==> config.mk <==
export PLATFORM = sky130hd
export DESIGN_NAME = multicycle_ctrl
export DESIGN_NICKNAME = d
export VERILOG_FILES = /design/src/rtl/multicycle_ctrl.sv
export SDC_FILE = /design/constraint.sdc
export NUM_CORES = 1
export LEC_CHECK = 0
export CAP_MARGIN = 0
export CELL_PAD_IN_SITES_DETAIL_PLACEMENT = 0
export CELL_PAD_IN_SITES_GLOBAL_PLACEMENT = 1
export CORE_MARGIN = 2
export CORE_UTILIZATION = 37
export CTS_CLUSTER_DIAMETER = 60
export DETAILED_ROUTE_END_ITERATION = 10
export PLACE_DENSITY = 0.95
export SETUP_SLACK_MARGIN = 0.1
export SLEW_MARGIN = 20
export SYNTH_ARGS = -nofsm -noshare
export SYNTH_HDL_FRONTEND = slang
export SYNTH_SLANG_ARGS = --single-unit
export TNS_END_PERCENT = 5
==> constraint.sdc <==
create_clock -name clk -period 2.9 [get_ports clk]
set_input_delay 0.58 -clock clk [delete_from_list [all_inputs] [get_ports clk]]
set_output_delay 0.58 -clock clk [all_outputs]
set_load 0.1 [all_outputs]
==> src/rtl/multicycle_ctrl.sv <==
// Control FSM for the shared-ALU, shared-memory RV32I multicycle datapath.
// Drives every datapath enable and mux select, stalls on mem_ready, halts on illegal op or bus timeout.
module multicycle_ctrl #(
  parameter int TIMEOUT_CYCLES = 255,
  parameter int CNT_W          = $clog2(TIMEOUT_CYCLES + 1)
) (
  input  logic       clk,
  input  logic       rst_n,
  input  logic [6:0] op,
  input  logic [2:0] funct3,
  input  logic       funct7_5,
  input  logic       Zero,
  input  logic       mem_ready,
  output logic       PCWrite,
  output logic       AdrSrc,
  output logic       MemWrite,
  output logic       IRWrite,
  output logic [1:0] ResultSrc,
  output logic [1:0] ALUSrcA,
  output logic [1:0] ALUSrcB,
  output logic [2:0] ALUControl,
  output logic [1:0] ImmSrc,
  output logic       RegWrite,
  output logic       instr_done,
  output logic       illegal,
  output logic       bus_err,
  output logic       halted
);

  localparam logic [3:0] S_FETCH    = 4'd0;
  localparam logic [3:0] S_DECODE   = 4'd1;
  localparam logic [3:0] S_MEMADR   = 4'd2;
  localparam logic [3:0] S_MEMREAD  = 4'd3;
  localparam logic [3:0] S_MEMWB    = 4'd4;
  localparam logic [3:0] S_MEMWRITE = 4'd5;
  localparam logic [3:0] S_EXECR    = 4'd6;
  localparam logic [3:0] S_EXECI    = 4'd7;
  localparam logic [3:0] S_ALUWB    = 4'd8;
  localparam logic [3:0] S_BRANCH   = 4'd9;
  localparam logic [3:0] S_JAL      = 4'd10;
  localparam logic [3:0] S_JALR     = 4'd11;
  localparam logic [3:0] S_LINK     = 4'd12;
  localparam logic [3:0] S_HALT     = 4'd13;

  localparam logic [6:0] OP_LW   = 7'b0000011;
  localparam logic [6:0] OP_SW   = 7'b0100011;
  localparam logic [6:0] OP_R    = 7'b0110011;
  localparam logic [6:0] OP_I    = 7'b0010011;
  localparam logic [6:0] OP_BR   = 7'b1100011;
  localparam logic [6:0] OP_JAL  = 7'b1101111;
  localparam logic [6:0] OP_JALR = 7'b1100111;

  localparam logic [2:0] ALU_ADD = 3'b000;
  localparam logic [2:0] ALU_SUB = 3'b001;
  localparam logic [2:0] ALU_AND = 3'b010;
  localparam logic [2:0] ALU_OR  = 3'b011;
  localparam logic [2:0] ALU_SLT = 3'b101;

  localparam logic [CNT_W-1:0] WAIT_LIMIT = CNT_W'(TIMEOUT_CYCLES);

  logic [3:0]       state, next_state;
  logic [CNT_W-1:0] wait_cnt;
  logic             wait_state, timeout_hit;
  logic [2:0]       alu_op;

  assign wait_state  = (state == S_FETCH) || (state == S_MEMREAD) || (state == S_MEMWRITE);
  assign timeout_hit = wait_state && !mem_ready && (wait_cnt == WAIT_LIMIT);

  always_comb begin
    unique case (funct3)
      3'b000:  alu_op = (op == OP_R && funct7_5) ? ALU_SUB : ALU_ADD;
      3'b010:  alu_op = ALU_SLT;
      3'b110:  alu_op = ALU_OR;
      3'b111:  alu_op = ALU_AND;
      default: alu_op = ALU_ADD;
    endcase
  end

  // NOTE: sequential state uses non-blocking assignments so every flop samples pre-edge values.
  always_ff @(posedge clk or negedge rst_n) begin
    if (!rst_n) begin
      state    <= S_FETCH;
      wait_cnt <= '0;
    end else begin
      state    <= next_state;
      // Every exit from a wait state is via mem_ready or timeout, so this also clears on state change.
      wait_cnt <= (wait_state && !mem_ready && !timeout_hit) ? wait_cnt + 1'b1 : '0;
    end
  end

  always_comb begin
    next_state = state;
    unique case (state)
      S_FETCH:    if (mem_ready) next_state = S_DECODE;
                  else if (timeout_hit) next_state = S_HALT;
      S_DECODE: begin
        unique case (op)
          OP_LW, OP_SW: next_state = S_MEMADR;
          OP_R:         next_state = S_EXECR;
          OP_I:         next_state = S_EXECI;
          OP_BR:        next_state = S_BRANCH;
          OP_JAL:       next_state = S_JAL;
          OP_JALR:      next_state = S_JALR;
          default:      next_state = S_HALT;
        endcase
      end
      S_MEMADR:   next_state = (op == OP_SW) ? S_MEMWRITE : S_MEMREAD;
      S_MEMREAD:  if (mem_ready) next_state = S_MEMWB;
                  else if (timeout_hit) next_state = S_HALT;
      S_MEMWRITE: if (mem_ready) next_state = S_FETCH;
                  else if (timeout_hit) next_state = S_HALT;
      S_EXECR, S_EXECI, S_JAL, S_LINK: next_state = (state == S_JAL || state == S_LINK ||
                                                     state == S_EXECR || state == S_EXECI)
                                                    ? S_ALUWB : state;
      S_MEMWB, S_ALUWB, S_BRANCH:      next_state = S_FETCH;
      S_JALR:     next_state = S_LINK;
      S_HALT:     next_state = S_HALT;
      default:    next_state = S_FETCH;
    endcase
  end

  // NOTE: every output gets a default before the case so no path can infer a latch.
  always_comb begin
    PCWrite    = 1'b0;
    AdrSrc     = 1'b0;
    MemWrite   = 1'b0;
    IRWrite    = 1'b0;
    ResultSrc  = 2'b00;
    ALUSrcA    = 2'b00;
    ALUSrcB    = 2'b00;
    ALUControl = ALU_ADD;
    ImmSrc     = 2'b00;
    RegWrite   = 1'b0;
    instr_done = 1'b0;
    illegal    = 1'b0;
    bus_err    = 1'b0;
    halted     = 1'b0;
    // Outputs are forced low combinationally while reset is held, not just after the next edge.
    if (rst_n) begin
      unique case (op)
        OP_SW:   ImmSrc = 2'b01;
        OP_BR:   ImmSrc = 2'b10;
        OP_JAL:  ImmSrc = 2'b11;
        default: ImmSrc = 2'b00;
      endcase
      bus_err = timeout_hit;
      unique case (state)
        S_FETCH: begin
          ALUSrcB   = 2'b10;
          ResultSrc = 2'b10;
          IRWrite   = mem_ready;
          PCWrite   = mem_ready;
        end
        S_DECODE: begin
          ALUSrcA = 2'b01;
          ALUSrcB = 2'b01;
          illegal = !(op inside {OP_LW, OP_SW, OP_R, OP_I, OP_BR, OP_JAL, OP_JALR});
        end
        S_MEMADR: begin
          ALUSrcA = 2'b10;
          ALUSrcB = 2'b01;
        end
        S_MEMREAD:  AdrSrc = 1'b1;
        S_MEMWB: begin
          ResultSrc  = 2'b01;
          RegWrite   = 1'b1;
          instr_done = 1'b1;
        end
        S_MEMWRITE: begin
          AdrSrc     = 1'b1;
          MemWrite   = !timeout_hit;
          instr_done = mem_ready;
        end
        S_EXECR: begin
          ALUSrcA    = 2'b10;
          ALUControl = alu_op;
        end
        S_EXECI: begin
          ALUSrcA    = 2'b10;
          ALUSrcB    = 2'b01;
          ALUControl = alu_op;
        end
        S_ALUWB: begin
          RegWrite   = 1'b1;
          instr_done = 1'b1;
        end
        S_BRANCH: begin
          ALUSrcA    = 2'b10;
          ALUControl = ALU_SUB;
          PCWrite    = (funct3 == 3'b000 && Zero) || (funct3 == 3'b001 && !Zero);
          instr_done = 1'b1;
        end
        S_JAL: begin
          PCWrite = 1'b1;
          ALUSrcA = 2'b01;
          ALUSrcB = 2'b10;
        end
        S_JALR: begin
          ALUSrcA   = 2'b10;
          ALUSrcB   = 2'b01;
          ResultSrc = 2'b10;
          PCWrite   = 1'b1;
        end
        S_LINK: begin
          ALUSrcA = 2'b01;
          ALUSrcB = 2'b10;
        end
        S_HALT:  halted = 1'b1;
        default: ;
      endcase
    end
  end

endmodule

Word-level counts from Yosys, hierarchy flattened
Index checks and enable logic that the tools add are counted.

Reductions and logical operators: 31. Multiplexer cells: 38. Add/subtract/negate cells: 1. Eq/ne operators: 26.

Operators with widths (number): one-hot mux 4 bit (8 select lines) (1); equality test 4 bit, second input constant (6); one-hot mux 4 bit (6 select lines) (1); equality test 7 bit, second input constant (3); two-way mux 4 bit (5); equality test 4 x 3 -> 1 bit, second input constant (4); two-way mux 1 bit (16); equality test 7 x 6 -> 1 bit, second input constant (2); one-hot mux 2 bit (2 select lines) (3); one-hot mux 3 bit (4 select lines) (1); OR reduction 2 bit (6); OR reduction 3 bit (3); adder 8 x 1 -> 8 bit, second input constant (1); equality test 4 x 2 -> 1 bit, second input constant (2); equality test 8 bit, second input constant (1); two-way mux 2 bit (4); two-way mux 8 bit (1); OR reduction 4 bit (2); equality test 7 x 2 -> 1 bit, second input constant (1); equality test 7 x 5 -> 1 bit, second input constant (1); nonzero test 7 bit (1); equality test 3 bit, second input constant (2); logical AND 1 bit (6); logical OR 1 bit (6); 13 further kinds (17).

Bits in registers: 12. Output and inout port bits: 20.

Depth between registers and ports, before layout
Gate-level depths: netlist of run 1.

Word-level depth: 8. Mapped depth: 6. Depth with buffers taken out: 5.

Worst setup path before layout of run 1
Ideal clock, no wire load.

Path type: input to output. Start: input port mem_ready. End: output port MemWrite. Setup slack: -1065 ps. Arrival time: 3385 ps. Stages on the path: 5. Buffers on the path: 1. Required time: 2320 ps. Cells stage by stage: clkbuf_2 -> nor3_2 -> a22oi_4 -> nor3_2 -> nor3b_1.

Word-level cells in the longest chain between the ends: 6.

RTL lines: start: declaration (line 13) `input logic mem_ready,`; logical NOT 1 bit (line 67) `assign timeout_hit = wait_state && !mem_ready && (wait_cnt == WAIT_LIMIT);`; logical AND 1 bit (2 in series) (line 67); logical NOT 1 bit (line 171) `MemWrite = !timeout_hit;`; two-way mux 1 bit (line 147) `unique case (state)`; two-way mux 1 bit (line 139) `if (rst_n) begin`; end: declaration (line 16) `output logic MemWrite,`.

Every way passes these cells.

Worst setup path in the final report of run 1
Start: input port mem_ready. End: output port bus_err.

Word-level cells in the longest chain between the ends: 4.

RTL lines: logical NOT 1 bit (line 67); logical AND 1 bit (2 in series) (line 67); two-way mux 1 bit (line 139); end: declaration (line 26) `output logic bus_err,`.

Every way passes these cells.

==> reports/qor.csv, run 1 <==
stage,metric,value,unit
min_path,holdPathStages,1,
cells_and_area,syn_to_final_growth,53.3,%
status,status,finished clean,
clock_tree,cts.sinks,12,
logic_synthesis,ys.warnings.count,0,
power,power_frac_seq,20.9,%
global_routing,grt_max_degree,19,
logic_synthesis,synth_top_area_share,24.8,%
cells_and_area,area.sequential,304,um2
min_path,min_from,wait_cnt[0]$_DFF_PN0_,
logic_synthesis,syn_area_per_cell,7.85,um2
detailed_routing,via_per_inst,5.37,
global_routing,track_usage,18.7,%
logic_synthesis,ys_seq_area_share,24.8,%
logic_synthesis,dominantRegCellSynth,dfrtp_1,
sta,final_hold_viol_count,0,
sta,timing.final.ws_setup,0.0942,ns
place,place_ws,0.121,ns
logic_synthesis,synth_area,0.00121,mm2
cells_and_area,final_util,60.2,%
setup_path,cp_max_fo,4,
run,cap_violations,0,
clock_tree,path_clk_slew,0.07,ns
power,comb_power_share,70.6,%
sta,fin_skew,0.00128,ns
global_routing,grt_pass1_vias,1180,
logic_synthesis,yosysTopAreaCell,dfrtp_1,
detailed_routing,drt_wl_total,3170,um
global_routing,antenna_found_initial,0,
cells_and_area,drive_above_1_share,27.9,%
sta,worstMarginPinSlew,0.659,ns
sta,post-route-period-util,96.8,%
cells_and_area,diodes,0,
floorplan,core-area,0.00308,mm2
detailed_routing,num_vias,1256,
setup_path,rr_startpoint,state[1]$_DFFE_PN0P_,
logic_synthesis,synth_edf_count,0,
sta,setup_viol,0,
clock_tree,cts_root_buf,clkbuf_4,
setup_path,r2r_cells,5,
floorplan,fp.dieArea,0.00374,mm2
cells_and_area,fin_nets,207,
setup_path,critPathKind,in2out,
detailed_routing,post_drt_wl_per_cell,13.6,um
sta,whs,0.497,ns
clock_tree,tritoncts,yes,
power,cellPowerDensity,826,mW/mm2
min_path,hp-class,reg2reg,
floorplan,die_y,61.2,um
floorplan,rows,20,
setup_path,arrival,2.23,ns
place,dp.final_hpwl,2510,um
sta,fmaxAchievable,356,MHz
clock_tree,h-tree-depth,1,
logic_synthesis,synth_seq_cells,12,
power,power.internal,0.000704,W
cells_and_area,fillers,267,
place,place_congestion,0.818,
clock_tree,clock_latency,0.27,ns
sta,fin_crit,2.81,ns
power,p_leak,0.732,nW
power,power_frac_clock,8.4,%
setup_path,r2r-end,state[1]$_DFFE_PN0P_,
power,power_switching,0.000828,W
place,portBuffers,34,
logic_synthesis,ys_types,48,
setup_path,worstSetupStartpointType,input port,
detailed_routing,drt_iter0_drc,59,
logic_synthesis,synth_area_leaders,"dfrtp_1, nand2_1, xnor2_1",
floorplan,boundaryPins,35,
detailed_routing,drc,0,
floorplan,start_util,39.3,%
detailed_routing,drtPass1Iterations,4,
global_routing,grt_pass1_wl,5390,um
global_routing,overflow,0,
cells_and_area,multiInputGateArea,838,um2
power,switching_share,54.0,%
setup_path,r2r_slack,1.09,ns
logic_synthesis,syn_inst,154,
setup_path,required,2.32,ns
logic_synthesis,synth_nets,170,
sta,fin_tns_setup,0,ns
clock_tree,cts_hold_buf,0,
sta,rsz0062_at_grt,true,
min_path,hold_end,wait_cnt[0]$_DFF_PN0_,
clock_tree,cts_buffer_depth,2,
logic_synthesis,ys_async_sr_fraction,100,%
sta,slew_headroom,56.1,%
detailed_routing,ant_nets,0,
floorplan,dieWidth,61.2,um
setup_path,end_kind,output pin,
power,peakVddDrop,0.544,mV
clock_tree,cts_buffers,3,
sta,final-max-slew-violation-count,0,
worst max path at each step:
| stage | slack (ns) | end | from | depth (start not counted) |
|---|---|---|---|---|
| 5_1_grt | 0.06 | bus_err | mem_ready | 6 |
| 4_1_cts | 0.11 | bus_err | mem_ready | 6 |
| 6_report | 0.09 | bus_err | mem_ready | 6 |
| 3_5_place_dp | 0.12 | bus_err | mem_ready | 6 |
| 3_3_place_gp | 0.15 | bus_err | mem_ready | 6 |
| 2_1_floorplan | -0.76 | ImmSrc[1] | op[1] | 4 |
worst max-delay path, stage by stage:
cell	delay (ns)
clkdlybuf4s50_1	0.50
nor4b_4	0.29
a22oi_4	0.08
nor3_2	0.34
and2_1	0.24
buf_12	0.19
kinds of logic (layout without fill, tap and decap cells):
logic type / Yosys count / in the layout / share of synthesized area [%]
XOR/XNOR: 10 / 10 / 7.87
AND/OR/NAND/NOR: 83 / 83 / 39.1
AO/OA/AOI/OAI: 33 / 33 / 19.4
buffers and inverters: 14 / 50 / 6.83
adder cells (fa/ha/maj): 1 / 1 / 1.04
multiplexers: 1 / 1 / 0.932
flip-flops: 12 / 12 / 24.8
cells in the mapped netlist (2+ instances only):
cell type / count
buf_2: 2
clkbuf_1: 4
nand2_1: 15
nor3_1: 8
a32oi_1: 2
and3_1: 3
o21ai_0: 4
a211oi_1: 2
nor3b_1: 3
xnor2_1: 6
and2_1: 3
or3_1: 2
nor2_2: 5
dfrtp_1: 12
nor3_2: 2
nand4_1: 3
xor2_1: 3
o211ai_1: 2
buf_6: 3
nor2_1: 13
nand2b_1: 7
inv_1: 3
nand3_1: 7
a21oi_1: 10
nor2b_1: 7
metal layers:
layer  vias up  track usage [%]  routed length [um]
met1       605             26.1                1430
met3         4             1.26                  95
met5         -                0                   0
met2        32             30.5                1610
li1        615                -                   -
met4         0             6.21                  33
power by group through the flow:
stage | combinational (W) | sequential (W) | clock, W
4_1_cts | 0.00109 | 0.000315 | 0.000136
3_5_place_dp | 0.00108 | 0.000318 | 0
2_1_floorplan | 0.000855 | 0.000218 | 0
5_1_grt | 0.00114 | 0.000332 | 0.000144
3_3_place_gp | 0.00107 | 0.000313 | 0
6_report | 0.00108 | 0.000321 | 0.000129
cells in the final DEF (no fill, tap or decap), drive strengths merged:
cell	count
inv	3
o311ai	1
nand2	15
nor3b	3
a21oi	10
a221o	1
a21boi	2
a32oi	2
nand4	3
nor2b	7
clkdlybuf4s50	14
o21bai	1
buf	29
o22ai	1
and3	3
and2	3
nand3	7
dfrtp	12
a41oi	1
a32o	1
o21ai	5
mux2	1
a22oi	1
a211oi	2
or3	3
a211o	1
ha	1
and2b	1
clkbuf	4
a21o	1
nand2b	7
xor2	3
o211ai	2
xnor2	7
nor3	10
o21a	1
nor2	19
or2	1
nor4b	1
final cells by class:
cell class,count,area share (%)
clock buffers,4,1.96
inverters,3,0.608
multi-input cells,128,45.2
flip-flops and latches,12,16.4
well taps,44,2.97
repair buffers,43,32.8
registers in the layout, indices dropped and copies added (netlist names):
register  count
wait_cnt      8
state         4
what timing repair did:
action	in CTS	in global routing
buffers inserted	0	0
endpoints found under the setup margin	0	4
gates resized for setup	0	4
metrics by stage:
stage          area (um2)  power (W)  std cells
2_1_floorplan        1220    0.00107        154
3_3_place_gp         1810    0.00138        230
3_5_place_dp         1810    0.00140        230
4_1_cts              1850    0.00154        234
5_1_grt              1850    0.00161        234
6_report             1850    0.00153        234
(Power assumes the default switching activity.)
==> inputs of run 2 (changes only) <==
- CORE_UTILIZATION: 37 -> 38
- CTS_BUF_LIST: unset -> sky130_fd_sc_hd__clkbuf_2 sky130_fd_sc_hd__clkbuf_4 sky130_fd_sc_hd__clkbuf_8
- SLEW_MARGIN: 20 -> 30
==> reports/qor.csv, run 2 (synthesized netlist as in run 1, its figures left out) <==
stage,metric,value,unit,change
detailed_routing,ant_nets,0,,unchanged
cells_and_area,post-route-cell-area,0.00186,mm2,+0.20%
clock_tree,cts.sinks,12,,unchanged
floorplan,dieWidth,60.4,um,-1.2%
status,status,finished clean,,
clock_tree,tritoncts,yes,,
clock_tree,postCtsSetupRepairBufs,0,,unchanged
setup_path,arrival,2.14,ns,-0.09 ns
sta,fmaxAchievable,368,MHz,+3.3%
setup_path,critPathKind,in2out,,
cells_and_area,top_regs,"wait_cnt (8), state (4)",,
global_routing,antenna_found_initial,0,,unchanged
min_path,min_from,wait_cnt[0]$_DFF_PN0_,,
clock_tree,path_clk_slew,0.07,ns,about the same
floorplan,fp.dieArea,0.00365,mm2,-2.5%
sta,rsz0062_at_grt,true,,
global_routing,grt_pass1_wl,5410,um,+0.39%
setup_path,r2r_cells,5,,unchanged
cells_and_area,drive_above_1_share,26.8,%,-1.1 points
place,dp.final_hpwl,2560,um,+2.1%
floorplan,boundaryPins,35,,unchanged
clock_tree,clock_latency,0.27,ns,about the same
sta,slew_headroom,55.8,%,-0.27 points
place,dp.cells,230,,unchanged
cells_and_area,area.sequential,302,um2,-0.82%
sta,fin_crit,2.72,ns,-0.0900 ns
setup_path,worstSetupStartpointType,input port,,
detailed_routing,drt_wl_total,3220,um,+1.4%
detailed_routing,num_vias,1231,,-2.0%
clock_tree,cts_root_buf,clkbuf_4,,
power,power.internal,0.000700,W,-0.46%
min_path,hp-class,reg2reg,,
min_path,holdPathStages,1,,unchanged
floorplan,die_y,60.4,um,-1.2%
setup_path,cp_max_fo,4,,unchanged
sta,final_hold_viol_count,0,,unchanged
global_routing,overflow,0,,unchanged
sta,worstMarginPinSlew,0.663,ns,+0.00398 ns
detailed_routing,drtPass1Iterations,4,,unchanged
detailed_routing,drt_iter0_drc,35,,-41%
setup_path,r2r_slack,1.03,ns,-0.06 ns
power,cellPowerDensity,824,mW/mm2,-0.30%
place,place_congestion,0.834,,+2.0%
power,comb_power_share,70.9,%,+0.3 points
setup_path,rr_startpoint,state[1]$_DFFE_PN0P_,,
power,switching_share,54.2,%,+0.17 points
cells_and_area,layout_commonest_cell,buf_12,,
run,cap_violations,0,,unchanged
cells_and_area,regMostFlops,wait_cnt,,
cells_and_area,syn_to_final_growth,53.6,%,
place,portBuffers,34,,unchanged
cells_and_area,final_util,61.3,%,+1.1 points
min_path,hold_end,wait_cnt[0]$_DFF_PN0_,,
detailed_routing,via_per_inst,5.26,,-2.0%
cells_and_area,multiInputGateArea,845,um2,+0.75%
detailed_routing,drc,0,,unchanged
global_routing,track_usage,19.4,%,+0.73 points
cells_and_area,layout_common_cells,"buf_12, nand2_1, clkdlybuf4s50_1, nor2_1, dfrtp_1",,
clock_tree,cts_buffers,3,,unchanged
power,peakVddDrop,0.437,mV,-20%
global_routing,grt_pass1_vias,1146,,-2.9%
global_routing,grt_max_degree,19,,unchanged
detailed_routing,post_drt_wl_per_cell,13.7,um,+1.4%
sta,fin_tns_setup,0,ns,unchanged
setup_path,r2r-end,state[1]$_DFFE_PN0P_,,
power,power_frac_seq,20.6,%,-0.3 points
sta,setup_viol,0,,unchanged
cells_and_area,fillers,255,,-4.5%
sta,fin_skew,0.00178,ns,+0.000506 ns
setup_path,end_kind,output pin,,
setup_path,required,2.32,ns,about the same
place,place_area,0.00181,mm2,unchanged
floorplan,core-area,0.00303,mm2,-1.6%
sta,post-route-period-util,93.6,%,-3.1 points
sta,final-max-slew-violation-count,0,,unchanged
floorplan,start_util,39.9,%,+0.65 points
floorplan,rows,20,,unchanged
power,power_switching,0.000829,W,+0.21%
cells_and_area,fin_nets,207,,unchanged
cells_and_area,fin_cells,234,,unchanged
cells_and_area,diodes,0,,unchanged
clock_tree,h-tree-depth,1,,unchanged
power,power_frac_clock,8.5,%,about the same
clock_tree,cts_buffer_depth,2,,unchanged
cells_and_area,largest_reg_flops,8,,unchanged
power,p_leak,0.750,nW,+2.4%
-- run 2: cell count changes in the layout (fill, tap and decap cells not counted) --
cell and change:
dfrtp_1 +2, dfrtp_2 -2, nor3_2 -1, nor3_4 +1
-- run 2: metal layers --
layer | part of all wire, % | track usage [%] | vias to the layer above | wire (um)
li1 | - | - | 616 | -
met1 | 44 | 26.4 | 584 | 1420
met2 | 53 | 32.0 | 29 | 1690
met3 | 2.9 | 2.35 | 2 | 94
met4 | 0.44 | 6.35 | 0 | 14
met5 | 0 | 0 | - | 0
-- run 2: what timing repair did --
action	in CTS	in global routing
pin swaps	0	1
gates resized for setup	1	2
endpoints found under the setup margin	1	2
hold buffers	0	0
-- run 2: stage by stage --
stage | hold WS (ns) | setup WS, ns | power [W]
after global placement | 0.477 | 0.150 | 0.00138
after floorplan | 0.284 | -0.759 | 0.00107
after CTS | 0.494 | 0.119 | 0.00154
after detailed placement | 0.482 | 0.0682 | 0.00140
final | 0.490 | 0.184 | 0.00153
after global routing | 0.517 | 0.0713 | 0.00162
-- run 2: final cells by class --
cell class / count / area share (%)
clock buffers: 4 / 1.95
inverters: 3 / 0.606
multi-input cells: 128 / 45.5
flip-flops and latches: 12 / 16.2
well taps: 44 / 2.96
repair buffers: 43 / 32.7
-- run 2: worst max-delay path by stage --
stage	from	endpoint	slack [ns]	depth (start not counted)
3_3_place_gp	mem_ready	bus_err	0.15	6
6_report	mem_ready	bus_err	0.18	6
3_5_place_dp	mem_ready	bus_err	0.07	6
5_1_grt	state[2]$_DFFE_PN0P_	ALUSrcB[0]	0.07	4
2_1_floorplan	op[1]	ImmSrc[1]	-0.76	4
4_1_cts	mem_ready	bus_err	0.12	6
-- run 2: power by group through the flow --
| stage | sequential (W) | combinational, W | clock (W) |
|---|---|---|---|
| detailed placement | 0.000316 | 0.00109 | 0 |
| floorplan | 0.000218 | 0.000855 | 0 |
| global route | 0.000327 | 0.00115 | 0.000144 |
| CTS | 0.000312 | 0.00109 | 0.000135 |
| finish | 0.000315 | 0.00108 | 0.000130 |
| global placement | 0.000312 | 0.00107 | 0 |
-- run 2: critical path: stages --
cell and delay (ns):
clkdlybuf4s50_1 0.50, nor4b_4 0.32, a22oi_4 0.10, nor3_4 0.23, and2_1 0.21, buf_12 0.18
==> inputs of run 3 (changes only) <==
- CAP_MARGIN: 0 -> unset
- CORE_ASPECT_RATIO: unset -> 0.75
==> reports/qor.csv, run 3 (synthesized netlist as in run 1, its figures left out) <==
stage,metric,value,unit,change
detailed_routing,wl_met1,1530,um,+8.0%
min_path,holdPathStages,1,,unchanged
power,power.total,0.00154,W,+0.89%
sta,post-route-period-util,94.1,%,+0.42 points
sta,fin_skew,0.000586,ns,-0.00120 ns
clock_tree,cts_root_buf,clkbuf_8,,
setup_path,critPathKind,reg2out,,
sta,whs,0.491,ns,+0.00136 ns
setup_path,cp.depth,4,,-2
global_routing,track_usage,18.4,%,-0.95 points
cells_and_area,fin_nets,207,,unchanged
clock_tree,path_clk_slew,0.05,ns,-0.02 ns
global_routing,grt_pass1_wl,5440,um,+0.52%
sta,worstMarginPinSlew,0.624,ns,-0.0390 ns
sta,fmaxAchievable,367,MHz,-0.45%
detailed_routing,drt_iter0_drc,76,,+120%
global_routing,grt_pass1_vias,1182,,+3.1%
cells_and_area,layout_commonest_cell,buf_12,,
cells_and_area,layout_common_cells,"buf_12, nand2_1, clkdlybuf4s50_1, nor2_1, dfrtp_1",,
setup_path,path_buf_inv,1,,-1
cells_and_area,regMostFlops,wait_cnt,,
clock_tree,clock_latency,0.23,ns,-0.04 ns
detailed_routing,dr_wl_met2,1470,um,-13%
floorplan,rows,17,,-15%
cells_and_area,drive_above_1_share,25.4,%,-1.4 points
detailed_routing,drtPass1Iterations,4,,unchanged
cells_and_area,top_regs,"wait_cnt (8), state (4)",,
place,place_congestion,0.878,,+5.4%
place,dp.final_hpwl,2510,um,-2.0%
detailed_routing,drt_wl_total,3160,um,-1.8%
global_routing,overflow,0,,unchanged
setup_path,crit_slowest_cell,dfrtp_1,,
floorplan,die_y,52.8,um,-13%
cells_and_area,diodes,0,,unchanged
detailed_routing,dr.max_layer_used,met4,,
clock_tree,cts_buffer_depth,2,,unchanged
detailed_routing,met3_length,126,um,+34%
power,cellPowerDensity,834,mW/mm2,+1.2%
run,cap_violations,0,,unchanged
global_routing,grt_max_degree,19,,unchanged
floorplan,fp.dieArea,0.00365,mm2,+0.13%
setup_path,crit_family,flip-flops,,
detailed_routing,post_drt_wl_per_cell,13.9,um,+1.2%
setup_path,worstSetupStartpointType,flip-flop,,
setup_path,end_kind,output pin,,
detailed_routing,ant_nets,0,,unchanged
cells_and_area,syn_to_final_growth,53.1,%,
place,place_area,0.00180,mm2,-0.41%
clock_tree,tritoncts,yes,,
clock_tree,h-tree-depth,1,,unchanged
detailed_routing,drc,0,,unchanged
floorplan,core-area,0.00298,mm2,-1.7%
min_path,hp-class,reg2reg,,
power,p_leak,0.750,nW,+0.11%
cells_and_area,largest_reg_flops,8,,unchanged
setup_path,path_cells,nor2b_1 > nand2_1 > a21boi_0 > buf_12,,
sta,fin_crit,2.73,ns,+0.0122 ns
global_routing,antenna_found_initial,0,,unchanged
sta,slew_headroom,58.4,%,+2.6 points
setup_path,slowest_delay,0.68,ns,+0.18 ns
clock_tree,cts_buffers,3,,unchanged
cells_and_area,post-route-cell-area,0.00185,mm2,-0.34%
floorplan,dieWidth,69.1,um,+14%
clock_tree,postCtsSetupRepairBufs,0,,unchanged
floorplan,start_util,40.6,%,+0.67 points
setup_path,r2r_cells,5,,unchanged
status,status,finished clean,,
detailed_routing,num_vias,1228,,-0.24%
setup_path,required,2.32,ns,about the same
sta,final-max-slew-violation-count,0,,unchanged
detailed_routing,via_per_inst,5.41,,+2.8%
setup_path,cp_max_fo,17,,+13
setup_path,arrival,2.15,ns,about the same
sta,rsz0062_at_grt,true,,
sta,setup_viol,0,,unchanged
clock_tree,cts.sinks,12,,unchanged
floorplan,boundaryPins,35,,unchanged
sta,final_hold_viol_count,0,,unchanged
power,peakVddDrop,0.420,mV,-3.8%
place,portBuffers,34,,unchanged
-- run 3: cell types whose count changed in the layout (fill, tap and decap cells not counted) --
| cell | change |
|---|---|
| dfrtp_1 | +1 |
| dfrtp_2 | -1 |
| nor2b_1 | +1 |
| clkbuf_8 | +2 |
| nor2b_2 | -1 |
| clkbuf_4 | -3 |
-- run 3: path summary, 6_finish.rpt --
check	startpoint	endpoint	slack (ns)
worst max-delay path	state[0]$_DFFE_PN0P_	ALUSrcB[0]	0.17
worst min-delay path	wait_cnt[0]$_DFF_PN0_	wait_cnt[0]$_DFF_PN0_	0.49
worst max register to register	state[2]$_DFFE_PN0P_	state[1]$_DFFE_PN0P_	1.11
worst min register to register	wait_cnt[0]$_DFF_PN0_	wait_cnt[0]$_DFF_PN0_	0.49
max in group asynchronous	rst_n	wait_cnt[6]$_DFF_PN0_	1.97
min in group asynchronous	rst_n	state[0]$_DFFE_PN0P_	0.75
-- run 3: stage by stage --
step | setup slack [ns] | TNS (ns) | utilization, % | std cells
after floorplan | -0.759 | -3.73 | - | 154
after global placement | 0.149 | 0 | 60.5 | 224
after detailed placement | 0.0649 | 0 | 60.5 | 224
after CTS | 0.148 | 0 | 62.1 | 227
after global routing | 0.0552 | 0 | 62.1 | 227
final | 0.172 | 0 | 62.1 | 227
-- run 3: metal layers --
layer  up-vias  track usage, %
met1       570            25.5
met5         -               0
met2        39            30.3
met3         4            3.46
li1        615               -
met4         0            3.92
-- run 3: power by group --
group	switching (W)	leakage, nW	internal, W
sequential	0.000117	0.162	0.000198
combinational	0.000661	0.567	0.000423
clock	0.0000541	0.0216	0.0000909
-- run 3: final cells by class --
class / count / area (um2)
Fill cell: 249 / 1130
Timing Repair Buffer: 43 / 608
Tap cell: 38 / 47.5
Inverter: 3 / 11.3
Clock buffer: 3 / 41.3
Sequential cell: 12 / 300
Multi-Input combinational cell: 128 / 842
-- run 3: timing repair --
item | 4_1_cts | 5_1_grt
pin swaps | 0 | 1
hold buffers | 0 | 0
endpoints found under the setup margin | 1 | 2
resized for setup | 1 | 0
